## config.mk

```make
export PLATFORM = sky130hd
export DESIGN_NAME = init_seq_flat
export DESIGN_NICKNAME = d
export VERILOG_FILES = /design/src/rtl/init_seq_pkg.sv /design/src/rtl/init_seq_if.sv /design/src/rtl/init_rom.sv /design/src/rtl/init_seq.sv /design/src/flat_wrapper.sv
export SDC_FILE = /design/constraint.sdc
export NUM_CORES = 1
export LEC_CHECK = 0
export BUFFER_PORTS_ARGS = -buffer_cell sky130_fd_sc_hd__clkbuf_2
export CORE_ASPECT_RATIO = 0.8
export CORE_MARGIN = 1.5
export CORE_UTILIZATION = 50
export CTS_CLUSTER_DIAMETER = 120
export DETAILED_ROUTE_END_ITERATION = 16
export GPL_TIMING_DRIVEN = 0
export PLACE_DENSITY_LB_ADDON = 0.3
export SETUP_SLACK_MARGIN = 0.15
export SLEW_MARGIN = 10
export SYNTH_ARGS = -nofsm -noshare
export SYNTH_HDL_FRONTEND = slang
export SYNTH_SLANG_ARGS = --single-unit
```

## constraint.sdc

```tcl
create_clock -name clk -period 5.47 [get_ports clk]
set_input_delay 0.8205 -clock clk [delete_from_list [all_inputs] [get_ports clk]]
set_output_delay 0.8205 -clock clk [all_outputs]
set_load 0.005 [all_outputs]
```

## src/rtl/init_seq_pkg.sv

```systemverilog
// Shared definitions for the init sequencer: sequencer states, table entry
// field widths and the marker that turns a table entry into a pause.
package init_seq_pkg;

  localparam int unsigned RegW  = 8;
  localparam int unsigned DataW = 8;

  // A table entry with this register address is a delay of data*DLY_UNIT cycles.
  localparam logic [RegW-1:0] DlyMarker = 8'hFF;

  typedef enum logic [3:0] {
    StIdle,
    StPwrWait,
    StFetch,
    StIssue,
    StWait,
    StDly,
    StNext,
    StDone,
    StErr
  } state_e;

  function automatic logic is_dly_entry(input logic [RegW-1:0] reg_addr);
    return reg_addr == DlyMarker;
  endfunction

endpackage

```

## src/rtl/init_seq_if.sv

```systemverilog
// Command channel between the init sequencer and the shared I2C master.
//   cmd_valid/cmd_ready : write command handshake (transfer on valid & ready)
//   cmd_dev/reg/data    : 7-bit device address, register address, write data
//   i2c_done            : one-cycle pulse when an accepted transfer finishes
//   i2c_nack            : qualified by i2c_done, 1 = slave NACKed
// master: the sequencer side; slave: the I2C master side.
interface init_seq_if;
  import init_seq_pkg::*;

  logic             cmd_valid;
  logic             cmd_ready;
  logic [6:0]       cmd_dev;
  logic [RegW-1:0]  cmd_reg;
  logic [DataW-1:0] cmd_data;
  logic             i2c_done;
  logic             i2c_nack;

  modport master (
    output cmd_valid, cmd_dev, cmd_reg, cmd_data,
    input  cmd_ready, i2c_done, i2c_nack
  );

  modport slave (
    input  cmd_valid, cmd_dev, cmd_reg, cmd_data,
    output cmd_ready, i2c_done, i2c_nack
  );

endinterface

```

## src/rtl/init_rom.sv

```systemverilog
// Register table for the HDMI transmitter bring-up. Purely combinational.
//   idx   : table index (zero-extended to 8 bits)
//   entry : {reg, data}; reg = 8'hFF marks a delay entry
// Indices at or beyond NUM_REGS return a zero-length delay, i.e. a no-op.
module init_rom
  import init_seq_pkg::*;
#(
  parameter int unsigned NUM_REGS = 16
) (
  input  logic [7:0]              idx,
  output logic [RegW+DataW-1:0]   entry
);

  always_comb begin
    entry = {DlyMarker, 8'h00};
    if (32'(idx) < NUM_REGS) begin
      case (idx)
        8'd0:    entry = {8'h41, 8'h10};  // leave power-down
        8'd1:    entry = {8'h98, 8'h03};
        8'd2:    entry = {8'h9A, 8'hE0};
        8'd3:    entry = {DlyMarker, 8'h02};  // let the core settle after power-up
        8'd4:    entry = {8'h9C, 8'h30};
        8'd5:    entry = {8'h9D, 8'h61};
        8'd6:    entry = {8'hA2, 8'hA4};
        8'd7:    entry = {8'hA3, 8'hA4};
        8'd8:    entry = {8'hE0, 8'hD0};
        8'd9:    entry = {8'hF9, 8'h00};
        8'd10:   entry = {8'h15, 8'h00};
        8'd11:   entry = {8'h16, 8'h30};
        8'd12:   entry = {8'h17, 8'h02};
        8'd13:   entry = {8'h18, 8'h46};
        8'd14:   entry = {8'hAF, 8'h06};
        8'd15:   entry = {8'hD6, 8'hC0};
        default: entry = {DlyMarker, 8'h00};
      endcase
    end
  end

endmodule

```

## src/rtl/init_seq.sv

```systemverilog
// Init sequencer: on init_start waits STARTUP_DLY cycles, then walks the register
// table issuing one I2C write per entry (delay entries pause instead), retrying
// NACKed writes up to MAX_RETRY times.
//   clk, reset  : clock, asynchronous active-low reset
//   init_start  : one-cycle request, accepted only when idle, done or in error
//   init_done   : high once the whole table was written
//   init_err    : high once an entry ran out of retries
//   bus         : command channel to the I2C master (master modport)
module init_seq
  import init_seq_pkg::*;
#(
  parameter int unsigned NUM_REGS    = 16,
  parameter logic [6:0]  DEV_ADDR    = 7'h39,
  parameter int unsigned STARTUP_DLY = 1000,
  parameter int unsigned DLY_UNIT    = 1000,
  parameter int unsigned MAX_RETRY   = 3
) (
  input  logic       clk,
  input  logic       reset,
  input  logic       init_start,
  output logic       init_done,
  output logic       init_err,
  init_seq_if.master bus
);

  localparam int unsigned IdxW   = (NUM_REGS > 1) ? $clog2(NUM_REGS) : 1;
  localparam int unsigned RetryW = (MAX_RETRY > 0) ? $clog2(MAX_RETRY + 1) : 1;
  localparam logic [IdxW-1:0]   LastIdx  = IdxW'(NUM_REGS - 1);
  localparam logic [RetryW-1:0] RetryMax = RetryW'(MAX_RETRY);

  state_e             state_q, state_d;
  logic [IdxW-1:0]    idx_q, idx_d;
  logic [RetryW-1:0]  retry_q, retry_d;
  logic [31:0]        dly_q, dly_d;
  logic [RegW-1:0]    reg_q, reg_d;
  logic [DataW-1:0]   data_q, data_d;
  logic               valid_q, valid_d;
  logic               done_q, done_d;
  logic               err_q, err_d;

  logic [7:0]             rom_idx;
  logic [RegW+DataW-1:0]  rom_entry;
  logic [RegW-1:0]        rom_reg;
  logic [DataW-1:0]       rom_data;

  assign rom_idx  = 8'(idx_q);
  assign rom_reg  = rom_entry[RegW+DataW-1:DataW];
  assign rom_data = rom_entry[DataW-1:0];

  init_rom #(
    .NUM_REGS(NUM_REGS)
  ) u_rom (
    .idx  (rom_idx),
    .entry(rom_entry)
  );

  always_comb begin
    state_d = state_q;
    idx_d   = idx_q;
    retry_d = retry_q;
    dly_d   = dly_q;
    reg_d   = reg_q;
    data_d  = data_q;
    valid_d = valid_q;
    done_d  = done_q;
    err_d   = err_q;

    case (state_q)
      StIdle, StDone, StErr: begin
        if (init_start) begin
          done_d  = 1'b0;
          err_d   = 1'b0;
          dly_d   = 32'(STARTUP_DLY) - 32'd1;
          idx_d   = '0;
          state_d = StPwrWait;
        end
      end
      StPwrWait: begin
        if (dly_q == 32'd0) state_d = StFetch;
        else                dly_d   = dly_q - 32'd1;
      end
      StFetch: begin
        reg_d   = rom_reg;
        data_d  = rom_data;
        retry_d = '0;
        if (is_dly_entry(rom_reg)) begin
          if (rom_data == '0) begin
            state_d = StNext;
          end else begin
            dly_d   = 32'(rom_data) * DLY_UNIT - 32'd1;
            state_d = StDly;
          end
        end else begin
          // valid is registered, so raise it on the way into StIssue
          valid_d = 1'b1;
          state_d = StIssue;
        end
      end
      StIssue: begin
        if (bus.cmd_ready) begin
          valid_d = 1'b0;
          state_d = StWait;
        end
      end
      StWait: begin
        if (bus.i2c_done) begin
          if (!bus.i2c_nack) begin
            state_d = StNext;
          end else if (retry_q < RetryMax) begin
            retry_d = retry_q + 1'b1;
            valid_d = 1'b1;
            state_d = StIssue;
          end else begin
            err_d   = 1'b1;
            state_d = StErr;
          end
        end
      end
      StDly: begin
        if (dly_q == 32'd0) state_d = StNext;
        else                dly_d   = dly_q - 32'd1;
      end
      StNext: begin
        if (idx_q == LastIdx) begin
          done_d  = 1'b1;
          state_d = StDone;
        end else begin
          idx_d   = idx_q + 1'b1;
          state_d = StFetch;
        end
      end
      default: begin
        valid_d = 1'b0;
        state_d = StIdle;
      end
    endcase
  end

  always_ff @(posedge clk or negedge reset) begin
    if (!reset) begin
      state_q <= StIdle;
      idx_q   <= '0;
      retry_q <= '0;
      dly_q   <= '0;
      reg_q   <= '0;
      data_q  <= '0;
      valid_q <= 1'b0;
      done_q  <= 1'b0;
      err_q   <= 1'b0;
    end else begin
      state_q <= state_d;
      idx_q   <= idx_d;
      retry_q <= retry_d;
      dly_q   <= dly_d;
      reg_q   <= reg_d;
      data_q  <= data_d;
      valid_q <= valid_d;
      done_q  <= done_d;
      err_q   <= err_d;
    end
  end

  assign init_done    = done_q;
  assign init_err     = err_q;
  assign bus.cmd_valid = valid_q;
  assign bus.cmd_dev   = DEV_ADDR;
  assign bus.cmd_reg   = reg_q;
  assign bus.cmd_data  = data_q;

endmodule

```

## src/flat_wrapper.sv

```systemverilog
// flat-port wrapper written by rule: the top's interface ports become plain ports
module init_seq_flat import init_seq_pkg::*;
#(
  parameter int unsigned NUM_REGS    = 16,
  parameter logic [6:0]  DEV_ADDR    = 7'h39,
  parameter int unsigned STARTUP_DLY = 1000,
  parameter int unsigned DLY_UNIT    = 1000,
  parameter int unsigned MAX_RETRY   = 3
)
  (clk, reset, init_start, init_done, init_err, bus_cmd_valid, bus_cmd_dev, bus_cmd_reg, bus_cmd_data, bus_cmd_ready, bus_i2c_done, bus_i2c_nack);
  init_seq_if bus_i ();
  input  logic clk;
  input  logic reset;
  input  logic init_start;
  output logic init_done;
  output logic init_err;
  output wire logic [$bits(bus_i.cmd_valid)-1:0] bus_cmd_valid;
  output wire logic [$bits(bus_i.cmd_dev)-1:0] bus_cmd_dev;
  output wire logic [$bits(bus_i.cmd_reg)-1:0] bus_cmd_reg;
  output wire logic [$bits(bus_i.cmd_data)-1:0] bus_cmd_data;
  input wire logic [$bits(bus_i.cmd_ready)-1:0] bus_cmd_ready;
  input wire logic [$bits(bus_i.i2c_done)-1:0] bus_i2c_done;
  input wire logic [$bits(bus_i.i2c_nack)-1:0] bus_i2c_nack;
  assign bus_cmd_valid = bus_i.cmd_valid;
  assign bus_cmd_dev = bus_i.cmd_dev;
  assign bus_cmd_reg = bus_i.cmd_reg;
  assign bus_cmd_data = bus_i.cmd_data;
  assign bus_i.cmd_ready = bus_cmd_ready;
  assign bus_i.i2c_done = bus_i2c_done;
  assign bus_i.i2c_nack = bus_i2c_nack;
  init_seq #(.NUM_REGS(NUM_REGS), .DEV_ADDR(DEV_ADDR), .STARTUP_DLY(STARTUP_DLY), .DLY_UNIT(DLY_UNIT), .MAX_RETRY(MAX_RETRY)) u_core (.clk(clk), .reset(reset), .init_start(init_start), .init_done(init_done), .init_err(init_err), .bus(bus_i));
endmodule
```

==> results of run 1 <==
-- stage by stage --
stage               cell area, µm²   util  worst slack [ps]  TNS (ps)
floorplan                     5480      -               160         0
global placement              5770  0.559              -366     -4690
detailed placement            5800  0.562              -435     -5790
CTS                           6500  0.630              86.9         0
global route                  6700  0.649             -42.2      -192
finish                        6700  0.649              96.3         0
-- power groups by stage --
stage          registers [W]  logic [W]  clock network (W)
2_1_floorplan       0.000695    0.00228                  0
3_3_place_gp        0.000713    0.00284                  0
3_5_place_dp        0.000723    0.00294                  0
4_1_cts             0.000708    0.00341           0.000505
5_1_grt             0.000732    0.00403           0.000522
6_report            0.000716    0.00368           0.000501
-- synthesized netlist by cell type, drive strengths merged, types with 3 or more instances --
cell type | instances | area (µm²)
o22a | 3 | 26.3
a22oi | 4 | 30.0
xor2 | 10 | 87.6
a21o | 5 | 37.5
nand2b | 12 | 75.1
o211ai | 5 | 37.5
dfrtp | 60 | 1500
a31oi | 10 | 62.6
nand4 | 4 | 25.0
fa | 16 | 320
or3 | 15 | 98.8
o21ai | 58 | 290
nand3 | 18 | 90.1
o221ai | 4 | 35.0
ha | 51 | 638
nor2b | 9 | 56.3
nor4 | 6 | 37.5
xnor2 | 11 | 96.3
o22ai | 13 | 81.3
or2 | 3 | 18.8
buf | 21 | 155
a32oi | 4 | 35.0
clkbuf | 15 | 56.3
nor2 | 49 | 184
nand2 | 75 | 282
or4 | 6 | 48.8
a21oi | 34 | 174
nor3 | 34 | 186
o31ai | 3 | 36.3
inv | 47 | 176
-- routing by layer --
layer	global-route usage	up-vias	part of all wire
met3	0.0664	29	0.061
met5	0	-	0
met4	0.0904	0	0.019
li1	-	2450	-
met1	0.341	2594	0.43
met2	0.465	211	0.49
-- final timing paths --
kind,from,endpoint,depth (start not counted)
worst max-delay path,u_core.idx_q[1],u_core.dly_q[28],22
worst min-delay path,reset,u_core.bus.cmd_data[1],1
worst max register to register,u_core.idx_q[1],u_core.dly_q[28],22
worst min register to register,u_core.bus.cmd_reg[6],u_core.bus.cmd_reg[6],2
max in group asynchronous,reset,u_core.idx_q[0],2
min in group clk,u_core.bus.cmd_reg[6],u_core.bus.cmd_reg[6],2
-- cells by family after synthesis --
kind of cell,Yosys count
multiplexers,5
other,2
adder cells (fa/ha/maj),67
XOR/XNOR,21
AND/OR/NAND/NOR,241
buffers and inverters,83
flip-flops,60
AO/OA/AOI/OAI,162
-- timing repair --
action | CTS | global route
resized for setup | 34 | 17
hold buffers | 0 | 0
endpoints found under the setup margin | 19 | 18
buffers inserted | 36 | 15
gates cloned | 1 | 0
pin swaps | 16 | 7
-- layout make-up --
| class | count | area [µm²] | share of cell area |
|---|---|---|---|
| Clock inverter | 3 | 17.5 | 0.00261 |
| Tap cell | 140 | 175 | 0.0261 |
| Sequential cell | 60 | 1510 | 0.225 |
| Timing Repair Buffer | 76 | 549 | 0.0820 |
| Clock buffer | 11 | 233 | 0.0347 |
| Multi-Input combinational cell | 504 | 3750 | 0.560 |
| Buffer | 36 | 289 | 0.0431 |
| Inverter | 47 | 179 | 0.0267 |
==> metrics.cfg, run 1 <==
[outcome]
outcome = complete, no violations

[global_route]
grt_pass1_vias = 5122
grt_max_degree = 42
grtUsageTotal = 0.272
grt_pass1_wl_um = 24500
antenna_found_initial = 0
overflow = 0

[finish]
antenna_cells = 0
area_growth_syn_to_layout_pct = 25.1
nets = 807
stdcell_count = 877
layout_common_cells = nand2_1, buf_4, dfrtp_1
nFillCells = 833
largest_register_ffs = 32
final_common_cell = nand2_1
drive_gt1_frac = 0.240

[routing]
wl_um = 15600
wl_per_cell_um = 17.8
drt-pass1-iter-count = 5
drc = 0
drtIter0Drc = 389
ant_nets = 0
viasPerCell = 6.03
routed-via-count = 5284

[power]
finalPower_w = 0.00489
p_per_area_mw_per_mm2 = 730
swShare = 0.492
power_frac_seq = 0.146
p_int_w = 0.00249
p_comb_frac = 0.751
clkPwrFrac = 0.102
p_switching_w = 0.00241
ir_drop_mv = 0.362
p_leak_nw = 3.07

[sta]
relSlewSlack = 0.522
setup_violations = 0
worst_slew_pin_slew_ps = 718
worst_clock_skew_ps = 6.79
max_freq_mhz = 186
final_max_slew_viol_count = 0
period_share = 0.982
fin_hold_ws_ps = 420
hold_viol_final = 0
min_period_ps = 5370
rsz0062_at_grt = true

[worst_setup_path]
end_kind = flip-flop
arrival_ps = 5620
startpoint_type = flip-flop
r2r_slack_ps = 100
worstPathMaxFanout = 5
cp.required_ps = 5710
path_delay_family = adder cells
slowest_stage = or4_4
slowest_delay_ps = 550
critical_path.cell_chain = buf_6 -> ha_4 -> nor2b_4 -> a31oi_4 -> fa_1 -> inv_2 -> fa_1 -> ha_1 -> inv_1 -> fa_1 -> inv_2 -> ha_4 -> buf_8 -> o21ai_4 -> a22oi_2 -> xor2_1 -> or3_4 -> or4_4 -> nor3_4 -> nand4bb_4 -> buf_6 -> o211ai_1
cp_common_cell = fa_1
cp_num_buf_inv = 6
timing_worst_setup_path_type = reg2reg

[place]
place_hpwl_um = 10100
gp_routability_congestion = 0.879
port_buffers = 23
placed_cells_incl_taps = 811

[die]
die_w_um = 119
core_area_mm2 = 0.0103
row_count = 33
start_util = 0.519
die_area_mm2 = 0.0113
num_io_pins = 32
die_height_um = 95.6

[yosys]
synth_area_mm2 = 0.00536
synth.distinct_cells = 68
avgSynthCellArea_um2 = 8.35
synth_top_family_by_area = simple AND/OR/NAND/NOR gates
synth_mux_area_frac = 0.0143
yosys.area_share.xor_xnor = 0.0343
async_flop_share = 1.00
synth-simple-area-share = 0.228
synth_edf_count = 0
synth_compound_area_frac = 0.190
syn_inst = 641
synthFlopType = dfrtp_1
seq_area_frac_synth = 0.280
ys_ff_latch = 60
synthAdderAreaFrac = 0.179
yosysWarnings = 0

[cts]
cts_tree = yes
root_buffer = clkbuf_16
clkTransAtPathRegs_ps = 50
clockBufferDepth = 2
numCtsBuffers = 9
htreeDepth = 3
clock_sinks = 60
worstSkewPairLatency_ps = 330

[hold_path]
min_path_type = in2async

[job]
maxCapViolCount = 0

(Power assumes the default switching activity.)
==> run 2: changes to the inputs <==
--- a/config.mk
+++ b/config.mk
@@ -12,8 +12,8 @@
 export CTS_CLUSTER_DIAMETER = 120
 export DETAILED_ROUTE_END_ITERATION = 16
 export GPL_TIMING_DRIVEN = 0
-export PLACE_DENSITY_LB_ADDON = 0.3
-export SETUP_SLACK_MARGIN = 0.15
+export PLACE_DENSITY = 0.77
+export SETUP_SLACK_MARGIN = 0.2
 export SLEW_MARGIN = 10
 export SYNTH_ARGS = -nofsm -noshare
 export SYNTH_HDL_FRONTEND = slang
==> metrics.cfg, run 2 (same netlist as run 1, synthesis figures left out) <==
[sta]
max_freq_mhz = 184
final_max_slew_viol_count = 0
period_share = 0.996
worst_slew_pin_slew_ps = 651
fin_hold_ws_ps = 360
hold_viol_final = 0
rsz0062_at_grt = true
relSlewSlack = 0.562
min_period_ps = 5450
setup_violations = 0
worst_clock_skew_ps = 9.24

[global_route]
grtUsageTotal = 0.272
grt_pass1_vias = 4959
antenna_found_initial = 0
grt_pass1_wl_um = 24500
grt_max_degree = 50
overflow = 0

[finish]
seqCellArea_mm2 = 0.00151
utilization = 0.652
multi_input_area_mm2 = 0.00380
largest_register_ffs = 32
nets = 801
area_growth_syn_to_layout_pct = 25.6
drive_gt1_frac = 0.248
layout_common_cells = nand2_1, dfrtp_1, buf_4
nFillCells = 821
antenna_cells = 0
final_common_cell = nand2_1

[worst_setup_path]
cp.required_ps = 5710
critical_path.cell_chain = inv_4 -> ha_4 -> buf_8 -> a31oi_4 -> fa_1 -> inv_2 -> fa_1 -> ha_1 -> inv_2 -> fa_1 -> inv_2 -> ha_4 -> buf_8 -> o21ai_2 -> a22oi_2 -> xor2_2 -> or3_4 -> or4_4 -> nor3_4 -> nand4bb_4 -> buf_6 -> o211ai_1
end_kind = flip-flop
startpoint_type = flip-flop
timing_worst_setup_path_type = reg2reg
r2r_end = u_core.dly_q[29]
arrival_ps = 5690
worstPathMaxFanout = 6
slowest_delay_ps = 570
slowest_stage = or4_4
worstRegToRegCells = 22
r2r_slack_ps = 20
reg2reg_from = u_core.idx_q[1]

[place]
port_buffers = 23
gp_routability_congestion = 0.903
place_hpwl_um = 9790

[die]
core_area_mm2 = 0.0103
row_count = 33
die_height_um = 95.6
start_util = 0.519
die_w_um = 119
num_io_pins = 32
die_area_mm2 = 0.0113

[routing]
ant_nets = 0
drtIter0Drc = 400
drt-pass1-iter-count = 6
viasPerCell = 6.08
drc = 0
routed-via-count = 5307
wl_per_cell_um = 17.6
wl_um = 15300

[cts]
numCtsBuffers = 9
clock_sinks = 60
clockBufferDepth = 2
clkTransAtPathRegs_ps = 60
cts_tree = yes
worstSkewPairLatency_ps = 340
htreeDepth = 3
root_buffer = clkbuf_16

[outcome]
outcome = complete, no violations

[hold_path]
min_path_type = in2async

[job]
maxCapViolCount = 0

==> run 2: worst max-delay path by stage <==
stage | start | endpoint | slack [ps]
3_5_place_dp | u_core.idx_q[1] | u_core.dly_q[29] | -440
4_1_cts | u_core.idx_q[1] | u_core.dly_q[29] | 20
2_1_floorplan | u_core.idx_q[1] | u_core.dly_q[28] | 160
3_3_place_gp | u_core.idx_q[1] | u_core.dly_q[29] | -340
6_report | u_core.idx_q[1] | u_core.dly_q[29] | 20
5_1_grt | u_core.idx_q[0] | u_core.dly_q[29] | -100
==> run 2: metal layers <==
layer,global-route usage,wire length [µm]
met1,0.352,6460
met2,0.472,7280
met3,0.0431,1110
met4,0.0863,490
met5,0,0
==> run 2: critical path: cells and delay by family, from the launching register on <==
kind                       cells  cell delay (ps)
AOI/OAI and AO/OA              4              570
xor gates and xnor gates       1              110
adders and majority gates      6             2150
buffers and inverters          7              670
DFF                            1              480
and+or+nand+nor                4             1360
==> run 2: layout make-up <==
class                           instances  share of cell area
Multi-Input combinational cell        504               0.565
Sequential cell                        60               0.224
Timing Repair Buffer                   70              0.0748
Buffer                                 36              0.0430
Clock buffer                           11              0.0361
Inverter                               47              0.0270
Tap cell                              140              0.0260
Clock inverter                          5             0.00409
==> run 2: per-stage QoR <==
step | area (µm²) | TNS (ps) | std cells | setup WS, ps
final | 6730 | 0 | 873 | 23.0
after detailed placement | 5800 | -6050 | 811 | -443
after CTS | 6450 | 0 | 857 | 23.2
after global routing | 6730 | -908 | 873 | -99.4
after global placement | 5770 | -4410 | 810 | -340
after floorplan | 5480 | 0 | 647 | 160
==> run 2: what timing repair did <==
item                                    CTS  global route
pin swaps                                16            17
endpoints found under the setup margin   19            18
hold buffers                              0             0
buffers inserted                         29            16
gates cloned                              1             0
gates resized for setup                  33            34
Power of run 2 is left out: the tool's default activity adds up to more than one toggle a clock period on the data nets, which glitch-free logic cannot reach.
==> run 3: changes to the inputs <==
--- a/config.mk
+++ b/config.mk
@@ -7,7 +7,7 @@
 export LEC_CHECK = 0
 export BUFFER_PORTS_ARGS = -buffer_cell sky130_fd_sc_hd__clkbuf_2
 export CORE_ASPECT_RATIO = 0.8
-export CORE_MARGIN = 1.5
+export CORE_MARGIN = 1
 export CORE_UTILIZATION = 50
 export CTS_CLUSTER_DIAMETER = 120
 export DETAILED_ROUTE_END_ITERATION = 16
==> metrics.cfg, run 3 (same netlist as run 1, synthesis figures left out) <==
[worst_setup_path]
worstPathMaxFanout = 10
slowest_delay_ps = 570
crit_start = u_core.idx_q[3]
cp.required_ps = 5720
cp-endpoint = u_core.dly_q[29]
critical_path.cell_chain = buf_8 -> buf_8 -> buf_8 -> a31oi_4 -> fa_1 -> inv_2 -> fa_1 -> ha_1 -> inv_2 -> fa_1 -> inv_1 -> ha_1 -> clkbuf_8 -> o21ai_4 -> a22oi_2 -> xor2_1 -> or3_4 -> or4_4 -> nor3_4 -> nand4bb_4 -> buf_6 -> o211ai_1
timing_worst_setup_path_type = reg2reg
arrival_ps = 5700
slowest_stage = or4_4
path_delay_family = adder cells
r2r_slack_ps = 20
worstRegToRegCells = 22
end_kind = flip-flop
cp_num_buf_inv = 8
startpoint_type = flip-flop
crit_cells = 22
r2r_end = u_core.dly_q[29]
reg2reg_from = u_core.idx_q[3]

[finish]
drive_gt1_frac = 0.223
multi_input_area_mm2 = 0.00374
largest_register_ffs = 32
nets = 792
area_growth_syn_to_layout_pct = 22.8
final_common_cell = nand2_1
seqCellArea_mm2 = 0.00151
layout_common_cells = nand2_1, dfrtp_1, o21ai_0
utilization = 0.637
stdcell_count = 863
nFillCells = 856
antenna_cells = 0

[routing]
wl_per_cell_um = 17.5
drc = 0
drt-pass1-iter-count = 5
viasPerCell = 6.10
routed-via-count = 5266
wl_um = 15100
ant_nets = 0
drtIter0Drc = 390

[cts]
numCtsBuffers = 9
worstSkewPairLatency_ps = 340
clockBufferDepth = 2
root_buffer = clkbuf_16
cts_hold_buf = 0
cts_tree = yes
clock_sinks = 60
htreeDepth = 3
clkTransAtPathRegs_ps = 60

[hold_path]
min_path_type = in2async

[power]
ir_drop_mv = 0.415
p_leak_nw = 3.00
p_per_area_mw_per_mm2 = 724
finalPower_w = 0.00476

[sta]
final_max_slew_viol_count = 0
setup_violations = 0
min_period_ps = 5450
relSlewSlack = 0.552
hold_viol_final = 0
rsz0062_at_grt = true
worst_clock_skew_ps = 8.16
period_share = 0.996
max_freq_mhz = 184
worst_slew_pin_slew_ps = 665

[die]
start_util = 0.519
row_count = 33
core_area_mm2 = 0.0103
die_height_um = 94.6
die_area_mm2 = 0.0111
num_io_pins = 32
die_w_um = 118

[global_route]
grtUsageTotal = 0.275
grt_pass1_vias = 5172
grt_pass1_wl_um = 24400
grt_max_degree = 42
antenna_found_initial = 0
overflow = 0

[place]
place_hpwl_um = 9860
gp_routability_congestion = 0.893
port_buffers = 23
placed_cells_incl_taps = 811

[outcome]
outcome = complete, no violations

[job]
maxCapViolCount = 0

[run 3: changes by cell type in the layout (fill, tap and decap cells not counted), moves of 2 or more]
cell      before  now
buf_8          2    4
ha_2           3    6
a211oi_1       0    2
ha_4           9    5
a21oi_2        3    1
inv_2          7    5
a21oi_1       28   31
a211oi_2       2    0
nor2_2         2    0
buf_4         53   45
[run 3: worst min path at each step]
stage	startpoint	end	slack [ps]	depth (start not counted)
floorplan	u_core.dly_q[11]	u_core.dly_q[11]	460	2
global placement	u_core.bus.cmd_reg[6]	u_core.bus.cmd_reg[6]	460	2
detailed placement	u_core.bus.cmd_reg[6]	u_core.bus.cmd_reg[6]	460	2
CTS	reset	u_core.bus.cmd_data[7]	410	1
global route	reset	u_core.bus.cmd_reg[1]	440	1
finish	reset	u_core.bus.cmd_data[7]	410	1
[run 3: metrics by stage]
step	setup WS, ps	cell area [µm²]	TNS (ps)	hold WS, ps
final	20.6	6580	0	410
after floorplan	160	5480	0	461
after global placement	-343	5770	-4450	459
after global routing	-124	6580	-1310	436
after detailed placement	-451	5790	-5990	462
after CTS	-7.33	6380	-7.33	410
[run 3: timing repair]
| action | CTS | global route |
|---|---|---|
| buffers inserted | 25 | 11 |
| gates resized for setup | 25 | 30 |
| pin swaps | 13 | 12 |
| cloned | 1 | 0 |
| setup endpoints to repair | 19 | 19 |
[run 3: final cells by class]
class                   count  share of cell area
repair buffers             61              0.0652
well taps                 140              0.0266
inverters                  47              0.0280
flip-flops and latches     60               0.229
multi-input cells         504               0.569
clock inverters             3             0.00228
plain buffers              36              0.0428
clock buffers              12              0.0375
[run 3: metal layers]
layer	part of all wire	track usage
met3	0.072	0.0477
met5	0	0
met1	0.42	0.346
met2	0.47	0.470
met4	0.030	0.123
[run 3: report_power, final]
group / internal (W) / leakage, nW / total (W) / switching, W
logic: 0.00147 / 2.09 / 0.00352 / 0.00206
clock network: 0.000314 / 0.132 / 0.000524 / 0.000210
registers: 0.000586 / 0.777 / 0.000716 / 0.000130
total: 0.00237 / 3.00 / 0.00476 / 0.00240
